**src/rtl/axi_16bit_splitter_if.sv**
```systemverilog
// Stream bundle for the 16-bit splitter: one wide input stream, two narrow output streams.
// Optional AXI_SPLITTER_TLAST_EN adds the last flags to every stream.
interface axi_16bit_splitter_if #(
  parameter int DATA_W = 8
);
  logic [2*DATA_W-1:0] s_axis_data;
  logic                s_axis_valid;
  logic                s_axis_ready;
  logic [DATA_W-1:0]   m_axis_data1;
  logic                m_axis_valid1;
  logic                m_axis_ready1;
  logic [DATA_W-1:0]   m_axis_data2;
  logic                m_axis_valid2;
  logic                m_axis_ready2;
`ifdef AXI_SPLITTER_TLAST_EN
  logic                s_axis_last;
  logic                m_axis_last1;
  logic                m_axis_last2;
`endif

  // Splitter side: accepts the wide stream, sources both narrow streams.
  modport slave (
    input  s_axis_data, s_axis_valid, m_axis_ready1, m_axis_ready2,
`ifdef AXI_SPLITTER_TLAST_EN
    input  s_axis_last,
    output m_axis_last1, m_axis_last2,
`endif
    output s_axis_ready, m_axis_data1, m_axis_valid1, m_axis_data2, m_axis_valid2
  );

  // Environment side: sources the wide stream, consumes both narrow streams.
  modport master (
    output s_axis_data, s_axis_valid, m_axis_ready1, m_axis_ready2,
`ifdef AXI_SPLITTER_TLAST_EN
    output s_axis_last,
    input  m_axis_last1, m_axis_last2,
`endif
    input  s_axis_ready, m_axis_data1, m_axis_valid1, m_axis_data2, m_axis_valid2
  );
endinterface

```
**src/rtl/axi_16bit_splitter.sv**
```systemverilog
// AXI-Stream fork: each 16-bit beat is split atomically into low/high byte FIFOs drained independently.
// Optional AXI_SPLITTER_TLAST_EN carries a last flag alongside every stored beat.
module axi_16bit_splitter #(
  parameter int DATA_W = 8,
  parameter int DEPTH  = 2,
  parameter int PTR_W  = 1
) (
  input logic                   clk,
  input logic                   rst,
  axi_16bit_splitter_if.slave   bus
);

  localparam logic [PTR_W:0] CNT_FULL = (PTR_W+1)'(DEPTH);

  logic [DATA_W-1:0] r_mem1 [DEPTH];
  logic [DATA_W-1:0] r_mem2 [DEPTH];
  logic [PTR_W-1:0]  r_wr_ptr1, r_rd_ptr1, r_wr_ptr2, r_rd_ptr2;
  logic [PTR_W:0]    r_cnt1, r_cnt2;

  logic w_full1, w_full2, w_empty1, w_empty2;
  logic w_s_ready, w_push, w_pop1, w_pop2;

  assign w_full1  = (r_cnt1 == CNT_FULL);
  assign w_full2  = (r_cnt2 == CNT_FULL);
  assign w_empty1 = (r_cnt1 == '0);
  assign w_empty2 = (r_cnt2 == '0);

  // Ready looks only at registered fill state; a full FIFO blocks input even while it pops.
  assign w_s_ready = !w_full1 && !w_full2;
  assign w_push    = bus.s_axis_valid && w_s_ready;
  assign w_pop1    = !w_empty1 && bus.m_axis_ready1;
  assign w_pop2    = !w_empty2 && bus.m_axis_ready2;

  assign bus.s_axis_ready  = w_s_ready;
  assign bus.m_axis_valid1 = !w_empty1;
  assign bus.m_axis_valid2 = !w_empty2;
  assign bus.m_axis_data1  = r_mem1[r_rd_ptr1];
  assign bus.m_axis_data2  = r_mem2[r_rd_ptr2];

  always_ff @(posedge clk) begin
    if (w_push) begin
      r_mem1[r_wr_ptr1] <= bus.s_axis_data[DATA_W-1:0];
      r_mem2[r_wr_ptr2] <= bus.s_axis_data[2*DATA_W-1:DATA_W];
    end
  end

`ifdef AXI_SPLITTER_TLAST_EN
  logic r_last1 [DEPTH];
  logic r_last2 [DEPTH];

  always_ff @(posedge clk) begin
    if (w_push) begin
      r_last1[r_wr_ptr1] <= bus.s_axis_last;
      r_last2[r_wr_ptr2] <= bus.s_axis_last;
    end
  end

  // Storage is not cleared on reset, so mask the head flag while the FIFO is empty.
  assign bus.m_axis_last1 = !w_empty1 && r_last1[r_rd_ptr1];
  assign bus.m_axis_last2 = !w_empty2 && r_last2[r_rd_ptr2];
`endif

  always_ff @(posedge clk) begin
    if (rst) begin
      r_wr_ptr1 <= '0;
      r_rd_ptr1 <= '0;
      r_cnt1    <= '0;
      r_wr_ptr2 <= '0;
      r_rd_ptr2 <= '0;
      r_cnt2    <= '0;
    end else begin
      if (w_push) begin
        r_wr_ptr1 <= r_wr_ptr1 + 1'b1;
        r_wr_ptr2 <= r_wr_ptr2 + 1'b1;
      end
      if (w_pop1) r_rd_ptr1 <= r_rd_ptr1 + 1'b1;
      if (w_pop2) r_rd_ptr2 <= r_rd_ptr2 + 1'b1;

      case ({w_push, w_pop1})
        2'b10:   r_cnt1 <= r_cnt1 + 1'b1;
        2'b01:   r_cnt1 <= r_cnt1 - 1'b1;
        default: r_cnt1 <= r_cnt1;
      endcase

      case ({w_push, w_pop2})
        2'b10:   r_cnt2 <= r_cnt2 + 1'b1;
        2'b01:   r_cnt2 <= r_cnt2 - 1'b1;
        default: r_cnt2 <= r_cnt2;
      endcase
    end
  end

endmodule

```
**src/flat_wrapper.sv**
```systemverilog
// flat-port wrapper written by rule: the top's interface ports become plain ports
module axi_16bit_splitter_flat 
#(
  parameter int DATA_W = 8,
  parameter int DEPTH  = 2,
  parameter int PTR_W  = 1
)
  (clk, rst, bus_s_axis_data, bus_s_axis_valid, bus_m_axis_ready1, bus_m_axis_ready2, bus_s_axis_ready, bus_m_axis_data1, bus_m_axis_valid1, bus_m_axis_data2, bus_m_axis_valid2);
  axi_16bit_splitter_if #(.DATA_W(DATA_W)) bus_i ();
  input logic clk;
  input logic rst;
  input wire logic [$bits(bus_i.s_axis_data)-1:0] bus_s_axis_data;
  input wire logic [$bits(bus_i.s_axis_valid)-1:0] bus_s_axis_valid;
  input wire logic [$bits(bus_i.m_axis_ready1)-1:0] bus_m_axis_ready1;
  input wire logic [$bits(bus_i.m_axis_ready2)-1:0] bus_m_axis_ready2;
  output wire logic [$bits(bus_i.s_axis_ready)-1:0] bus_s_axis_ready;
  output wire logic [$bits(bus_i.m_axis_data1)-1:0] bus_m_axis_data1;
  output wire logic [$bits(bus_i.m_axis_valid1)-1:0] bus_m_axis_valid1;
  output wire logic [$bits(bus_i.m_axis_data2)-1:0] bus_m_axis_data2;
  output wire logic [$bits(bus_i.m_axis_valid2)-1:0] bus_m_axis_valid2;
  assign bus_i.s_axis_data = bus_s_axis_data;
  assign bus_i.s_axis_valid = bus_s_axis_valid;
  assign bus_i.m_axis_ready1 = bus_m_axis_ready1;
  assign bus_i.m_axis_ready2 = bus_m_axis_ready2;
  assign bus_s_axis_ready = bus_i.s_axis_ready;
  assign bus_m_axis_data1 = bus_i.m_axis_data1;
  assign bus_m_axis_valid1 = bus_i.m_axis_valid1;
  assign bus_m_axis_data2 = bus_i.m_axis_data2;
  assign bus_m_axis_valid2 = bus_i.m_axis_valid2;
  axi_16bit_splitter #(.DATA_W(DATA_W), .DEPTH(DEPTH), .PTR_W(PTR_W)) u_core (.clk(clk), .rst(rst), .bus(bus_i));
endmodule
```
**config.mk**
```make
export PLATFORM = sky130hd
export DESIGN_NAME = axi_16bit_splitter_flat
export DESIGN_NICKNAME = d
export VERILOG_FILES = /design/src/rtl/axi_16bit_splitter_if.sv /design/src/rtl/axi_16bit_splitter.sv /design/src/flat_wrapper.sv
export SDC_FILE = /design/constraint.sdc
export NUM_CORES = 1
export LEC_CHECK = 0
export ABC_AREA = 0
export BUFFER_PORTS_ARGS = -buffer_cell sky130_fd_sc_hd__buf_2
export CAP_MARGIN = 20
export CORE_ASPECT_RATIO = 0.5
export CORE_MARGIN = 5
export CORE_UTILIZATION = 51
export DETAILED_ROUTE_END_ITERATION = 10
export PLACE_DENSITY = 0.77
export SYNTH_ARGS = -nofsm -noshare
export SYNTH_HDL_FRONTEND = slang
export SYNTH_SLANG_ARGS = --single-unit
```
**constraint.sdc**
```tcl
create_clock -name clk -period 2.05 [get_ports clk]
set_clock_uncertainty 0.05 [all_clocks]
set_input_delay 0.3075 -clock clk [delete_from_list [all_inputs] [get_ports clk]]
set_output_delay 0.3075 -clock clk [all_outputs]
set_load 0.005 [all_outputs]
```
Yosys cells after proc, flatten, opt, wreduce, memory -nomap -nowiden --
Memories as Yosys holds them, arrays and structs flattened. A register that Yosys moved wholly into a read port is not among the register bits. Cells that the tools add are included.
Word-level totals: bits in registers 8, RAM bits 32, input port bits 21, output and inout port bits 19, word-level logic and storage cells 42, memories 2
Operators by class: $add $sub $neg 8, equality and inequality tests 6, mux-type cells 8, reduce and logical (&&, ||, !) cells 12
Memories:
- u_core.r_mem1 | words 2, width 8, rd ports 1, clocked after Yosys merged registers in 1, wr ports 1, line axi_16bit_splitter.sv:15 | logic [DATA_W-1:0] r_mem1 [DEPTH];
- u_core.r_mem2 | words 2, width 8, rd ports 1, clocked after Yosys merged registers in 1, wr ports 1, line axi_16bit_splitter.sv:16 | logic [DATA_W-1:0] r_mem2 [DEPTH];
Operator list (number):
- $eq 2x2->1 const B | 4
- $pmux 2 s2 | 2
- $mux 1 | 6
- $add 1x1->1 const B | 4
- $add 2x1->2 const B | 2
- $eq 2x1->1 const B | 2
- $logic_and 1x1->1 | 4
- $logic_not 1->1 | 4
- $logic_not 2->1 | 2
- $reduce_bool 2->1 | 2
- $sub 2x1->2 const B | 2

Depth between registers and ports, before layout --
Gate-level depths: netlist (run 1).
depth after elaboration 6, mapped depth 6, mapped depth without buffers 6

Worst setup path before layout (run 1) --
Ideal clock, no wire load.
kind register to register, start point register u_core.r_cnt1[0], end point register u_core.r_cnt1[1], setup time 0.071 ns, arrival time 1.455 ns, required time 1.929 ns, slack 0.475 ns, cell stages (with the launch flop) 6, path buffers 0, period minus slack after synthesis 1.575 ns, cell sequence dfxtp_1 > nand2b_1 > nand3_1 > ha_1 > or3_1 > a21oi_1
Between the ends: word-level cells in the longest chain between the ends 6, elaborated cells between the ends (all ways) 13, classes of those cells add/sub: 2; eq/ne: 3; mux: 1; reduce/logical: 7
RTL lines:
- start: declaration | line axi_16bit_splitter.sv:18 | logic [PTR_W:0] r_cnt1, r_cnt2;
- start signal: assignment | line axi_16bit_splitter.sv:80 | 2'b10: r_cnt1 <= r_cnt1 + 1'b1;
- start signal: assignment | line axi_16bit_splitter.sv:81 | 2'b01: r_cnt1 <= r_cnt1 - 1'b1;
- start signal: assignment | line axi_16bit_splitter.sv:82 | default: r_cnt1 <= r_cnt1;
- $eq 2x2->1 | line axi_16bit_splitter.sv:23 | assign w_full1 = (r_cnt1 == CNT_FULL);
- $logic_not 1->1 | line axi_16bit_splitter.sv:29 | assign w_s_ready = !w_full1 && !w_full2;
- $logic_and 1x1->1 | line axi_16bit_splitter.sv:29
- $logic_and 1x1->1 | line axi_16bit_splitter.sv:30 | assign w_push = bus.s_axis_valid && w_s_ready;
- $eq 2x1->1 / $eq 2x2->1 (equally long branches) | line axi_16bit_splitter.sv:79 | case ({w_push, w_pop1})
- $pmux 2 s2 / $reduce_bool 2->1 (equally long branches)
Several ways; a longest one is shown, not always the timed one. A chain may end at the register's enable or synchronous reset.

Final worst setup path (run 1) --
start point register u_core.r_cnt2[0], end point register u_core.r_cnt1[1]
Between the ends: word-level cells in the longest chain between the ends 6, elaborated cells between the ends (all ways) 8, classes of those cells eq/ne: 3; mux: 1; reduce/logical: 4
RTL lines:
- start: declaration | line axi_16bit_splitter.sv:18
- start signal: assignment | line axi_16bit_splitter.sv:86 | 2'b10: r_cnt2 <= r_cnt2 + 1'b1;
- start signal: assignment | line axi_16bit_splitter.sv:87 | 2'b01: r_cnt2 <= r_cnt2 - 1'b1;
- start signal: assignment | line axi_16bit_splitter.sv:88 | default: r_cnt2 <= r_cnt2;
- $eq 2x2->1 (*) | line axi_16bit_splitter.sv:24 | assign w_full2 = (r_cnt2 == CNT_FULL);
- $logic_not 1->1 (*) | line axi_16bit_splitter.sv:29
- $logic_and 1x1->1 (*) | line axi_16bit_splitter.sv:29
- $logic_and 1x1->1 (*) | line axi_16bit_splitter.sv:30
- $eq 2x1->1 / $eq 2x2->1 (equally long branches) | line axi_16bit_splitter.sv:79
- $pmux 2 s2 / $reduce_bool 2->1 (equally long branches)
Every way passes the cells marked *; elsewhere a longest branch is shown, timed or not.

==> results of run 1 <==
## critical path, delay by kind of cell, from the launching register on
kind / cells / cell delay, ns
AOI/OAI and AO/OA: 1 / 0.16
and+or+nand+nor: 3 / 0.72
adders and majority gates: 1 / 0.35
DFF: 1 / 0.43
## registers in the layout, summed over array words and instances, names as in the netlist, named ones only
signal	flops
u_core.r_wr_ptr1	1
u_core.r_mem2	16
u_core.r_rd_ptr2	1
u_core.r_rd_ptr1	1
u_core.r_cnt2	2
u_core.r_mem1	16
u_core.r_cnt1	2
u_core.r_wr_ptr2	1
## report_power, final
part / switching [mW] / internal, mW
sequential: 0.119 / 1.14
combinational: 0.336 / 0.395
clock: 0.260 / 0.363
## cell type report
cell class	count	area (um2)
clock inverter	2	37.54
inverter	5	18.77
tap	40	50.05
timing repair buffer	41	210.2
fill	240	1041
clock buffer	6	72.57
sequential	42	1161
multi-input combinational	54	421.7
## cell families after synthesis
kind of cell / synth area share, %
and+or+nand+nor: 6.438
buffers and inverters: 1.862
AOI/OAI and AO/OA: 3.723
xor gates and xnor gates: 3.258
muxes: 11.17
adders and majority gates: 1.551
DFF: 71.99
## worst paths after layout
kind,start,to
hold reg to reg,u_core.r_wr_ptr2$_SDFFE_PP0P_,u_core.r_wr_ptr2$_SDFFE_PP0P_
setup / recovery,u_core.r_cnt2[0]$_SDFFE_PP0P_,u_core.r_cnt1[1]$_SDFFE_PP0P_
setup reg to reg,u_core.r_cnt2[0]$_SDFFE_PP0P_,u_core.r_cnt1[1]$_SDFFE_PP0P_
hold / removal,bus_s_axis_data[4],u_core.r_mem1[0][4]$_DFFE_PP_
## placed cells by master, fill, tap and decap left out, types with 2 or more instances in the layout
| master | instances |
|---|---|
| a21oi_1 | 4 |
| and2b_1 | 2 |
| buf_2 | 39 |
| buf_4 | 2 |
| clkbuf_8 | 5 |
| dfxtp_1 | 10 |
| edfxtp_1 | 32 |
| ha_1 | 2 |
| inv_1 | 5 |
| mux2_2 | 16 |
| nand2b_1 | 2 |
| nand4_1 | 2 |
| nor2_1 | 9 |
| o21a_1 | 2 |
| o21ai_0 | 2 |
| o31ai_1 | 2 |
| or2_2 | 2 |
| or3_1 | 2 |
| xnor2_1 | 4 |
| xor2_1 | 2 |
## per-layer routing
| metal | up-vias | global-route usage [%] | wire length [um] |
|---|---|---|---|
| li1 | 468 | - | - |
| met1 | 436 | 14.32 | 1066 |
| met2 | 25 | 21.52 | 1239 |
| met3 | 0 | 6.656 | 208 |
| met4 | 0 | 4.208 | 0 |
| met5 | - | 0 | 0 |
==> run metrics, run 1 <==
status complete, no violations; final hold slack 0.1523 ns; routed vias/inst 4.889; Die H approximately 50 um; R2R cell count 5; critical path fanouts, max 6; relative slew slack about three quarters; asr flop ratio synth 0%; Pre-antenna DRT Iters 3; Hold Vio Cnt, Final 0; register area share after synthesis about 72%; most numerous cell in the Yosys netlist edfxtp_1; Tcrit/Tclk final 86.65%; RePlAce Congestion between 0.7 and 0.8; Req. time, crit path 2.21 ns; kind of critical path register to register; Final min period 1.776 ns; Fmax 563.0 MHz; Final setup violation count 0; io pins 40; input/output buffers 39; Post-DP Area around 1900 um2; core area around 3000 um2; #FFs+latches synth 42; Final Non-Filler Cells between 150 and 200; post-synth top area share 59.58%; Core Rows 14; HPWL after DPL 1851 um; Post-Place Cells 182; R2R Setup Slk 0.27 ns; Synth Instances 104; Mapped Nets roughly 130; global route overflow 0; drt wl/cell between 10 and 15 um; antenna fix cells 0; Routed Antenna Nets 0; synth unique cells 19; syn avg cell area 15.51 um2; Layout area overhead 22.27%; first-pass GRT wire length 4209 um; CP max stage delay 0.43 ns; Worst-Margin Slew 0.3633 ns; pre-CTS WS 0.3395 ns; total chip power 2.609 mW; LEAKAGE just under 0.8 nW; hold path cells 1; CTS buffer count 5; Synth warnings 0; Max Cap Violations 0; routed vias 929; Worst Hold Class input pin to register; Post-synth EDFFs 32; drt total wl around 2500 um; maximum vdd ir drop 0.8781 mV; clock sink total 42; share of cells above drive strength 1 a little over two fifths; Critical-path top delay cell dfxtp_1; H-tree depth 2; CTS tree done; CP Capture Type register; Worst-Skew Late Latency 0.29 ns; clk buf depth 2; Total GRT Usage roughly 13%; CTS Root Cell clkbuf_8; setup TNS 0 ns; Worst EP arrival 1.94 ns; fin area 1972 um2; DIE WIDTH between 80 and 90 um; Post-synth top flop edfxtp_1; antenna violations before repair 0; leading area contributor after synthesis edfxtp_1; Starting DRT DRC Count 39; final max-slew violation count 0; final core occ between 60% and 70%; CP Launch Type register; ranking of synthesized cells by area edfxtp_1, dfxtp_1, mux2_2; Die Area 4455 um2; CTS clock-pin slew for the worst setup and hold paths 0.08 ns; top cells by count, synth edfxtp_1, mux2_2, dfxtp_1; worst setup margin 0.2737 ns; Initial Util 53.53%; largest net degree at the start of global routing 14; Post-Syn Area 1613 um2; unrepaired setup endpoints after global routing false; Layout Nets 172; DRC viols 0; post-cts resize count 0; vias in the first global route 966; P per Cell Area 1323 nW/um2; # Post-CTS Setup Buffers 0; CP Cell Sequence nand2b_1, nand3_1, ha_1, or3_1, a21oi_1; hold_buf cts 0
(Power assumes the default switching activity.)
==> run 2, diff against run 1 <==
==> constraint.sdc (replaced) <==
create_clock -name clk -period 2.05 [get_ports clk]
set_clock_uncertainty 0.05 [all_clocks]
set_input_delay 0.1025 -clock clk [delete_from_list [all_inputs] [get_ports clk]]
set_output_delay 0.1025 -clock clk [all_outputs]
set_load 0.005 [all_outputs]
==> run metrics, run 2 (synthesized netlist as in run 1, its figures left out) <==
Post-DP Area 1862 um2; Clk pwr share 23.8%; clock sink total 42; R2R Setup Slk 0.28 ns; CTS tree done; CTS clock-pin slew for the worst setup and hold paths 0.08 ns; unrepaired setup endpoints after global routing false; RePlAce Congestion 0.7037; DRC viols 0; Switch Pwr approximately 0.73 mW; P per Cell Area 1240 nW/um2; core area 3013 um2; DIE WIDTH 89.53 um; Final min period 1.771 ns; total chip power approximately 2.6 mW; Pre-antenna DRT Iters 3; final max-slew violation count 0; Die Area roughly 4500 um2; vias in the first global route 1034; buffers plus inverters on the worst setup path 0; CP Capture Type register; Core Rows 14; input/output buffers 39; io pins 40; Final setup violation count 0; global route overflow 0; combinational fraction of design power 28.7%; LEAKAGE 0.8449 nW; share of cells above drive strength 1 between 30% and 40%; most frequent cells in the layout buf_2, edfxtp_1, mux2_2, dlygate4sd3_1, dfxtp_1; Worst Hold Class input pin to register; critical path fanouts, max 6; kind of critical path register to register; CTS buffer count 5; Layout Nets about 190; routed vias 987; FF-to-FF Start u_core.r_cnt2[0]$_SDFFE_PP0P_; status complete, no violations; Worst-Skew Late Latency 0.28 ns; Internal Dissipation 1.913 mW; fin area 2132 um2; delay-heaviest family, CP simple AND/OR/NAND/NOR gates; Fmax 564.7 MHz; maximum vdd ir drop 0.9047 mV; drt total wl 2763 um; CP Launch Type register; HP Start rst; Max Cap Violations 0; Tcrit/Tclk final 86.38%; Req. time, crit path around 2.2 ns; clk buf depth 2; H-tree depth 2; first-pass GRT wire length 4636 um; biggest regs u_core.r_mem1 (16), u_core.r_mem2 (16); worst setup margin 0.2792 ns; Routed Antenna Nets 0; drt wl/cell 13.41 um; relative slew slack 75.42%; Die H 49.77 um; CP Cell Sequence nand2b_1, nand3_1, ha_1, or3_1, a21oi_1; Critical Path Source u_core.r_cnt2[0]$_SDFFE_PP0P_; Starting DRT DRC Count 30; largest net degree at the start of global routing 14; post-cts resize count 0; setup TNS 0 ns; HPWL after DPL 1851 um; Worst-Margin Slew 0.3682 ns; CTS Root Cell clkbuf_8; Worst EP arrival 1.93 ns; routed vias/inst between 4 and 5; Hold Vio Cnt, Final 0; pre-CTS WS 0.3395 ns; Total GRT Usage between 10 and 15%; leading cell type in the layout, fill and taps excluded buf_2; Initial Util 53.53%; Sw Share around 28%; antenna fix cells 0; antenna violations before repair 0; Critical-path top delay cell dfxtp_1; Layout area overhead 32.20%; CP max stage delay roughly 0.43 ns; Reg power frac 47.6%
## run 2: cell type report
class / instances / area (um2)
Clock buffer: 6 / 72.57
Clock inverter: 2 / 37.54
Fill cell: 226 / 880.8
Inverter: 5 / 18.77
Multi-Input combinational cell: 54 / 421.7
Sequential cell: 42 / 1161
Tap cell: 40 / 50.05
Timing Repair Buffer: 57 / 370.4
## run 2: worst paths after layout
check,cells after the start,to
setup / recovery,5,u_core.r_cnt1[1]$_SDFFE_PP0P_
hold / removal,2,u_core.r_wr_ptr2$_SDFFE_PP0P_
setup reg to reg,5,u_core.r_cnt1[1]$_SDFFE_PP0P_
hold reg to reg,2,u_core.r_wr_ptr2$_SDFFE_PP0P_
## run 2: power by group through the flow
stage	Sequential (mW)	Clock, mW	Combinational, mW
6_report	1.26	0.629	0.757
3_3_place_gp	1.26	0	0.726
5_1_grt	1.28	0.687	0.863
2_1_floorplan	1.21	0	0.523
4_1_cts	1.26	0.641	0.773
3_5_place_dp	1.28	0	0.740
## run 2: stage by stage
stage / utilization, % / std cells / hold WS [ns]
after floorplan: - / 104 / 0.1514
after global placement: 61.79 / 182 / 0.2397
after detailed placement: 61.79 / 182 / 0.2440
after CTS: 70.76 / 206 / 0.05624
after global routing: 70.76 / 206 / 0.05460
final: 70.76 / 206 / 0.05777
## run 2: worst reg2reg max path, stage by stage (launching register included)
cell      delay, ns
dfxtp_1        0.43
nand2b_1       0.18
nand3_1        0.17
ha_1           0.35
or3_1          0.37
a21oi_1        0.15
## run 2: layer usage
layer	vias up	share of wire [%]	global-route usage, %
met3	0	8.3	6.988
met2	25	51	24.69
met1	463	41	15.26
met5	-	0	0
li1	499	-	-
met4	0	0	4.208
## run 2: repair_timing
item	in CTS	in global routing
endpoints found under the hold margin	32	0
buffers inserted	0	0
setup endpoints to repair	0	0
hold buffers	16	0
==> run 3, diff against run 2 <==
CORE_MARGIN = 2   (was 5)
PLACE_DENSITY = 0.75   (was 0.77)
==> run metrics, run 3 (synthesized netlist as in run 1, its figures left out) <==
status complete, no violations; Die Area roughly 3700 um2; Final setup violation count 0; CP Launch Type register; DIE WIDTH 83.53 um; Hold Vio Cnt, Final 0; CP Cell Sequence nand2b_1, nand3_1, ha_1, or3_1, a21oi_1; antenna violations before repair 0; Layout Nets 188; total chip power about 2.6 mW; Worst EP arrival between 1.5 and 2 ns; CP Capture Type register; Switch Pwr 0.7178 mW; Fmax about 570 MHz; io pins 40; core area roughly 3000 um2; CTS tree done; Sw Share 27.34%; LEAKAGE 0.8514 nW; RePlAce Congestion ~0.7; Total GRT Usage 15.78%; unrepaired setup endpoints after global routing false; Max Cap Violations 0; CP max stage delay 0.42 ns; clock sink total 42; routed vias/inst around 4.7; Layout area overhead 32.12%; relative slew slack 74.71%; antenna fix cells 0; Die H 43.77 um; Final min period 1.740 ns; largest net degree at the start of global routing 14; CTS Root Cell clkbuf_8; FF-to-FF Start u_core.r_cnt2[0]$_SDFFE_PP0P_; critical path fanouts, max 6; share of cells above drive strength 1 40.36%; global route overflow 0; clk buf depth 2; P per Cell Area about 1200 nW/um2; Critical-path top delay cell dfxtp_1; Starting DRT DRC Count 61; Req. time, crit path between 2 and 2.5 ns; Worst-Skew Late Latency 0.28 ns; Tcrit/Tclk final 84.87%; Internal Dissipation 1.908 mW; DRC viols 0; final max-slew violation count 0; routed vias ~960; CTS clock-pin slew for the worst setup and hold paths 0.08 ns; Core Rows 14; leading cell type in the layout, fill and taps excluded buf_2; kind of critical path register to register; drt wl/cell 12.24 um; Critical Path Source u_core.r_cnt2[0]$_SDFFE_PP0P_; first-pass GRT wire length 4243 um; Clk pwr share 23.8%; drt total wl 2522 um; HPWL after DPL 1651 um; biggest regs u_core.r_mem1 (16), u_core.r_mem2 (16); maximum vdd ir drop 0.7431 mV; setup TNS 0 ns; vias in the first global route 991; CTS buffer count 5; combinational fraction of design power about 28%; Pre-antenna DRT Iters 4; Routed Antenna Nets 0; Initial Util between 50% and 60%; final hold slack 0.05729 ns; post-cts resize count 0; fill count 220; Worst Hold Class input pin to register; most frequent cells in the layout buf_2, edfxtp_1, mux2_2, dlygate4sd3_1, dfxtp_1; input/output buffers 39; H-tree depth 2; HP Start rst; Reg power frac 47.8%; Worst-Margin Slew around 0.38 ns
## run 3: final timing paths
path                                   endpoint  depth (start not counted)  slack, ns
setup / recovery  u_core.r_cnt2[1]$_SDFFE_PP0P_                          5       0.31
setup reg to reg  u_core.r_cnt2[1]$_SDFFE_PP0P_                          5       0.31
hold reg to reg   u_core.r_wr_ptr1$_SDFFE_PP0P_                          2       0.43
hold / removal    u_core.r_cnt1[1]$_SDFFE_PP0P_                          2       0.06
## run 3: routing by layer
layer / GRT usage [%] / vias up / part of all wire (%)
met4: 3.871 / 0 / 0
met5: 0 / - / 0
li1: - / 498 / -
met1: 17.78 / 441 / 44
met3: 7.048 / 0 / 5.0
met2: 28.55 / 23 / 51
## run 3: final cells by class
type / instances / area [um2] / area share (%)
clock inverters: 3 / 40.04 / 1.879
repair buffers: 57 / 370.4 / 17.38
multi-input cells: 54 / 421.7 / 19.79
inverters: 5 / 18.77 / 0.8808
clock buffers: 5 / 68.82 / 3.230
well taps: 40 / 50.05 / 2.349
flip-flops and latches: 42 / 1161 / 54.49
## run 3: timing repair
item                                   4_1_cts  5_1_grt
hold buffers                                16        0
buffers inserted                             0        0
endpoints found under the hold margin       32        0
## run 3: worst max-delay path, delay by kind of cell (launching register included)
| kind | cells | cell delay (ns) |
|---|---|---|
| AO/OA/AOI/OAI | 1 | 0.14 |
| AND/OR/NAND/NOR | 3 | 0.71 |
| flip-flops | 1 | 0.42 |
| adder cells (fa/ha/maj) | 1 | 0.36 |
## run 3: metrics by stage
stage	area, um2	worst slack (ns)	std cells	util, %
2_1_floorplan	1613	0.4748	104	-
3_3_place_gp	1862	0.3869	182	61.79
3_5_place_dp	1862	0.3250	182	61.79
4_1_cts	2131	0.3089	206	70.72
5_1_grt	2131	0.1294	206	70.72
6_report	2131	0.3102	206	70.72
## run 3: power groups by stage
| stage | combinational (mW) | clock [mW] | sequential [mW] |
|---|---|---|---|
| floorplan | 0.523 | 0 | 1.21 |
| global placement | 0.716 | 0 | 1.27 |
| detailed placement | 0.726 | 0 | 1.28 |
| CTS | 0.756 | 0.643 | 1.26 |
| global route | 0.841 | 0.679 | 1.29 |
| finish | 0.745 | 0.624 | 1.26 |
